## config.mk

```make
export PLATFORM = sky130hd
export DESIGN_NAME = alu_arbiter
export DESIGN_NICKNAME = d
export VERILOG_FILES = /design/src/rtl/alu_arbiter.sv
export SDC_FILE = /design/constraint.sdc
export NUM_CORES = 1
export LEC_CHECK = 0
export CORE_UTILIZATION = 35
export CTS_CLUSTER_DIAMETER = 150
export DETAILED_ROUTE_END_ITERATION = 16
export PLACE_DENSITY_LB_ADDON = 0.05
export SYNTH_ARGS = -nofsm -noshare
export SYNTH_HDL_FRONTEND = slang
export SYNTH_SLANG_ARGS = --single-unit
```

## constraint.sdc

```tcl
create_clock -name clk -period 1.61 [get_ports clk]
set_clock_uncertainty 0.05 [all_clocks]
set_input_delay 0.161 -clock clk [delete_from_list [all_inputs] [get_ports clk]]
set_output_delay 0.161 -clock clk [all_outputs]
set_load 0.02 [all_outputs]
```

## src/rtl/alu_arbiter.sv

```systemverilog
// Round-robin arbiter sharing one ALU between two valid/ready requesters.
// One operation in flight; result returned on an ID-tagged response channel.
module alu_arbiter #(
   parameter int WIDTH = 32,
   parameter int OPW   = 3
) (
   input  logic             clk,
   input  logic             reset,
   input  logic             req0_valid,
   output logic             req0_ready,
   input  logic [WIDTH-1:0] req0_a,
   input  logic [WIDTH-1:0] req0_b,
   input  logic [OPW-1:0]   req0_op,
   input  logic             req1_valid,
   output logic             req1_ready,
   input  logic [WIDTH-1:0] req1_a,
   input  logic [WIDTH-1:0] req1_b,
   input  logic [OPW-1:0]   req1_op,
   output logic             rsp_valid,
   input  logic             rsp_ready,
   output logic             rsp_id,
   output logic [WIDTH-1:0] rsp_result,
   output logic             rsp_zero,
   output logic             rsp_err,
   output logic [WIDTH-1:0] alu_a,
   output logic [WIDTH-1:0] alu_b,
   output logic [OPW-1:0]   alu_control,
   input  logic [WIDTH-1:0] alu_result,
   input  logic             alu_zero
);

   typedef enum logic [1:0] {
      IDLE = 2'd0,
      EXEC = 2'd1,
      RESP = 2'd2
   } state_t;

   state_t           state;
   state_t           state_next;
   logic             prio;
   logic             grant0;
   logic             grant1;
   logic             accept;
   logic [WIDTH-1:0] op_a;
   logic [WIDTH-1:0] op_b;
   logic [OPW-1:0]   op_c;
   logic             op_id;
   logic             op_legal;

   // Grant selection (IDLE only) and next-state logic.
   always_comb begin
      grant0     = 1'b0;
      grant1     = 1'b0;
      state_next = state;
      case (state)
         IDLE: begin
            if (req0_valid && req1_valid) begin
               grant0 = ~prio;
               grant1 = prio;
            end else begin
               grant0 = req0_valid;
               grant1 = req1_valid;
            end
            if (req0_valid || req1_valid) state_next = EXEC;
         end
         EXEC:    state_next = RESP;
         RESP:    if (rsp_ready) state_next = IDLE;
         default: state_next = IDLE;
      endcase
   end

   // Only the op codes the ALU implements are passed through; others flag an error.
   always_comb begin
      op_legal = (op_c == OPW'(0)) || (op_c == OPW'(1)) || (op_c == OPW'(2)) ||
                 (op_c == OPW'(6)) || (op_c == OPW'(7));
   end

   assign accept      = grant0 | grant1;
   assign req0_ready  = grant0 & ~reset;
   assign req1_ready  = grant1 & ~reset;
   assign rsp_valid   = (state == RESP);
   assign alu_a       = op_a;
   assign alu_b       = op_b;
   assign alu_control = op_c;

   // State register.
   always_ff @(posedge clk) begin
      if (reset) state <= IDLE;
      else       state <= state_next;
   end

   // Operand latch on accept, priority update, and response capture in EXEC.
   always_ff @(posedge clk) begin
      if (reset) begin
         prio       <= 1'b0;
         op_a       <= '0;
         op_b       <= '0;
         op_c       <= '0;
         op_id      <= 1'b0;
         rsp_id     <= 1'b0;
         rsp_result <= '0;
         rsp_zero   <= 1'b0;
         rsp_err    <= 1'b0;
      end else begin
         if (accept) begin
            op_a  <= grant1 ? req1_a  : req0_a;
            op_b  <= grant1 ? req1_b  : req0_b;
            op_c  <= grant1 ? req1_op : req0_op;
            op_id <= grant1;
            prio  <= ~grant1;
         end
         if (state == EXEC) begin
            rsp_id <= op_id;
            if (op_legal) begin
               rsp_result <= alu_result;
               rsp_zero   <= alu_zero;
               rsp_err    <= 1'b0;
            end else begin
               rsp_result <= '0;
               rsp_zero   <= 1'b1;
               rsp_err    <= 1'b1;
            end
         end
      end
   end

endmodule

```

==> results.txt <==
Prevailing post-synth register cell: dfxtp_1
Total buffers and inverters traversed by the critical path: 1
Fraction of power spent switching nets: 31.97%
Placed wire-length estimate: 12260 µm
I/O Pins: 277
Depth of the most critical reg-to-reg path: 6
Maximum buffer depth of the clock tree: 2
Share of post-route cells with drive strength above 1: 11.71%
Average instance area after synthesis: 8.523 µm²
CTS tree: yes
Number of hold-repair buffers added at the cts stage: 0
Aggregate routed wire length: 18510 µm
Worst hold slack: 7.781 ps
Via/cell ratio: 5.644
Worst-margin pin slew: 422.1 ps
Antenna violations before repair: 0
Number of max-cap violations: 0
Drt wl/cell: 18.36 µm
Worst voltage drop across the vdd grid: 0.6456 mV
Post-synthesis cell count: 579
Total internal power: 5.556 mW
IO Port Bufs: 276
Warnings, synthesis: 0
Largest net degree at the start of global routing: 43
Total congestion overflow after global routing: 0
Count of antenna diodes in the layout: 0
Post-place setup slack: -332.7 ps
Switch Pwr: 2.611 mW
Seq cells post-synth: 106
Relative slew slack: 71.86%
Post-synthesis compound-gate area fraction: 33.82%
Setup crit end kind: output port
Syn_nets: 751
Tcrit/Tclk final: 96.07%
Global-route wire length before repair: 28440 µm
Combinational Power Share: 34.7%
Number of global-route vias before repair: 5520
Core box area: 0.01383 mm²
Root buffer cell: clkbuf_16
Dominant combinational cell family by area after synthesis: compound AO/OA/AOI/OAI gates
Clock Pin Slew Worst Setup and Hold Paths: 70 ps
Critical Path, Cell by Cell: clkdlybuf4s50_1
Most numerous cell types in the synthesized netlist: dfxtp_1 (106), a21oi_1 (104), nand3_1 (68)
Clock Latency Late Sink: 350 ps
Number of buffers added by the clock tree synthesis step: 9
Synthesized-area fraction occupied by adder cells: 0%
Final worst slack: 63.30 ps
Crit Reg-Reg Startpoint: state[1]
Max Clk Rate: 646.5 MHz
Power Dens Cells: 976.9 mW/mm²
End of the worst hold path: rsp_id
Status: finished, final reports clean
Area share of the largest cell type after synthesis: 43.00%
Hold Violations, Final: 0
DRC violations left: 0
Post-synthesis cell area: 0.004935 mm²
Crit path time final: 1547 ps
CP startpoint kind: flop
Crit path largest cell delay: 620 ps
Count of buffers added by post-CTS timing repair for setup: 0
Library cell contributing the largest single delay on the critical path: clkdlybuf4s50_1
Kind of cell adding the most delay to the critical path: buffers and inverters
Static leakage: 2.880 nW
Number of placed cells counting well taps: 990
Layout overhead on the synthesized area: 69.42%
Simple-gate share of the synthesized area: 15.75%
Rows: 43
Final core utilization: 60.47%
Violation count after the first detailed-routing iteration: 304
H-tree depth: 3
Total global routing track utilization: 24.67%
Count of final max-slew check failures: 0
Class of the tightest hold or removal check: primary input to flop
Cell Count, Final, Fillers Out: 1008
Hold path cells: 2
Detailed-routing iteration count for the pre-antenna-repair pass: 4
Setup-violating endpoint count in the final report: 0
Fraction of synthesized area in multiplexers: 0%
Via Count: 5689
Area of the die: 0.01458 mm²
Total Neg Setup Slack: 0 ps
Number of synthesized flops with an enable pin: 0
FF-to-FF End: alu_a[5]
Worst R2R Setup Slack: 90 ps
Post-synth ARST share: 0%
Die height: 120.7 µm
Library cells used by synthesis: 27
Sink Count: 106
Kind of critical path: flop to output port
Post-route antenna net violation count: 0
Die X-Extent: 120.7 µm
Final #Nets: 995
Data required time at the worst endpoint: 1400 ps
Routability congestion estimate: 0.7579
Clk pwr share: 27.7%
Synth area leader: dfxtp_1
Library cell with the highest instance count after synthesis: dfxtp_1
Max Fanout on Critical Path: 2
Initial Utilization: 35.69%
Biggest area contributors in the synthesized netlist: dfxtp_1 (43%), a21oi_1 (11%), a311oi_2 (9.1%)
Arrival time at the worst endpoint: 1340 ps
Reg power frac: 37.6%
Part of the Yosys area used for sequential elements: 43.00%
Area share of xor/xnor cells in the synthesized design: 0%
RSZ-0062 raised after global routing: false
Hold Startpoint: reset
[layout by cell type (no fill, tap or decap), drive strengths merged, types with 2 or more instances in the layout]
cell             n
clkbuf          12
nor2             2
nor2b            3
and3             2
nand3           68
o21ai           67
nand2           35
dlymetal6s2s     2
clkinvlp         3
nand4           32
a311oi          67
nand2b           4
dfxtp          106
a21oi          104
clkdlybuf4s50  269
buf             37
clkinv           2
[metal layers]
layer  wire (µm)  GRT usage, %  part of all wire (%)  vias to the layer above
met1        7575         30.15                    41                     2712
li1            -             -                     -                     2683
met2        9023         41.02                    49                      256
met5           0             0                     0                        -
met3        1330         5.708                   7.2                       38
met4         575         11.34                   3.1                        0
[logic make-up after synthesis]
kind of cell / count (synthesis)
simple gates: 151
compound gates: 242
flops: 106
buf+inv: 80
[cell type report]
cell class / instances / area, µm²
Tap cell: 180 / 225.2
Fill cell: 1191 / 5466
Multi-Input combinational cell: 393 / 2477
Clock buffer: 10 / 239.0
Timing Repair Buffer: 312 / 3224
Clock inverter: 6 / 66.31
Sequential cell: 106 / 2125
Inverter: 1 / 3.754
[power by group through the flow]
stage                     sequential, mW  clock, mW  combinational (mW)
after floorplan                     3.45          0                1.06
after global placement              3.12          0                2.73
after detailed placement            3.13          0                2.77
after CTS                           3.07       2.31                2.78
after global routing                3.11       2.42                3.03
final                               3.07       2.26                2.83
[repair_timing]
item	4_1_cts	5_1_grt
gates cloned	0	2
gates resized for setup	14	10
endpoints found under the setup margin	8	34
[state kept, by name, summed over array words and instances, names as in the netlist]
name         count
alu_a           32
rsp_id           1
alu_control      3
rsp_result      32
rsp_err          1
op_id            1
prio             1
state            2
rsp_zero         1
alu_b           32
[worst register-to-register path: stages, from the launching register on]
cell,delay [ps]
dfxtp_2,350
buf_4,140
nor2_4,150
buf_6,150
and2_4,210
buf_12,210
a311oi_2,140
[worst max-delay path by stage]
stage	startpoint	endpoint	slack, ps	cells past startpoint
after global routing	state[1]	alu_a[0]	3	5
after floorplan	state[1]	req1_ready	60	5
after detailed placement	req1_valid	alu_b[7]	-330	6
after CTS	state[1]	rsp_valid	8	3
after global placement	req1_valid	req1_ready	-320	5
final	alu_b[28]	alu_b[28]	60	1
[stage by stage]
| step | total power, mW | area, µm² |
|---|---|---|
| floorplan | 4.512 | 4935 |
| CTS | 8.167 | 8279 |
| detailed placement | 5.900 | 7978 |
| global placement | 5.851 | 7978 |
| global route | 8.562 | 8361 |
| finish | 8.167 | 8361 |
Note: power is estimated with default switching activity, not from simulation.
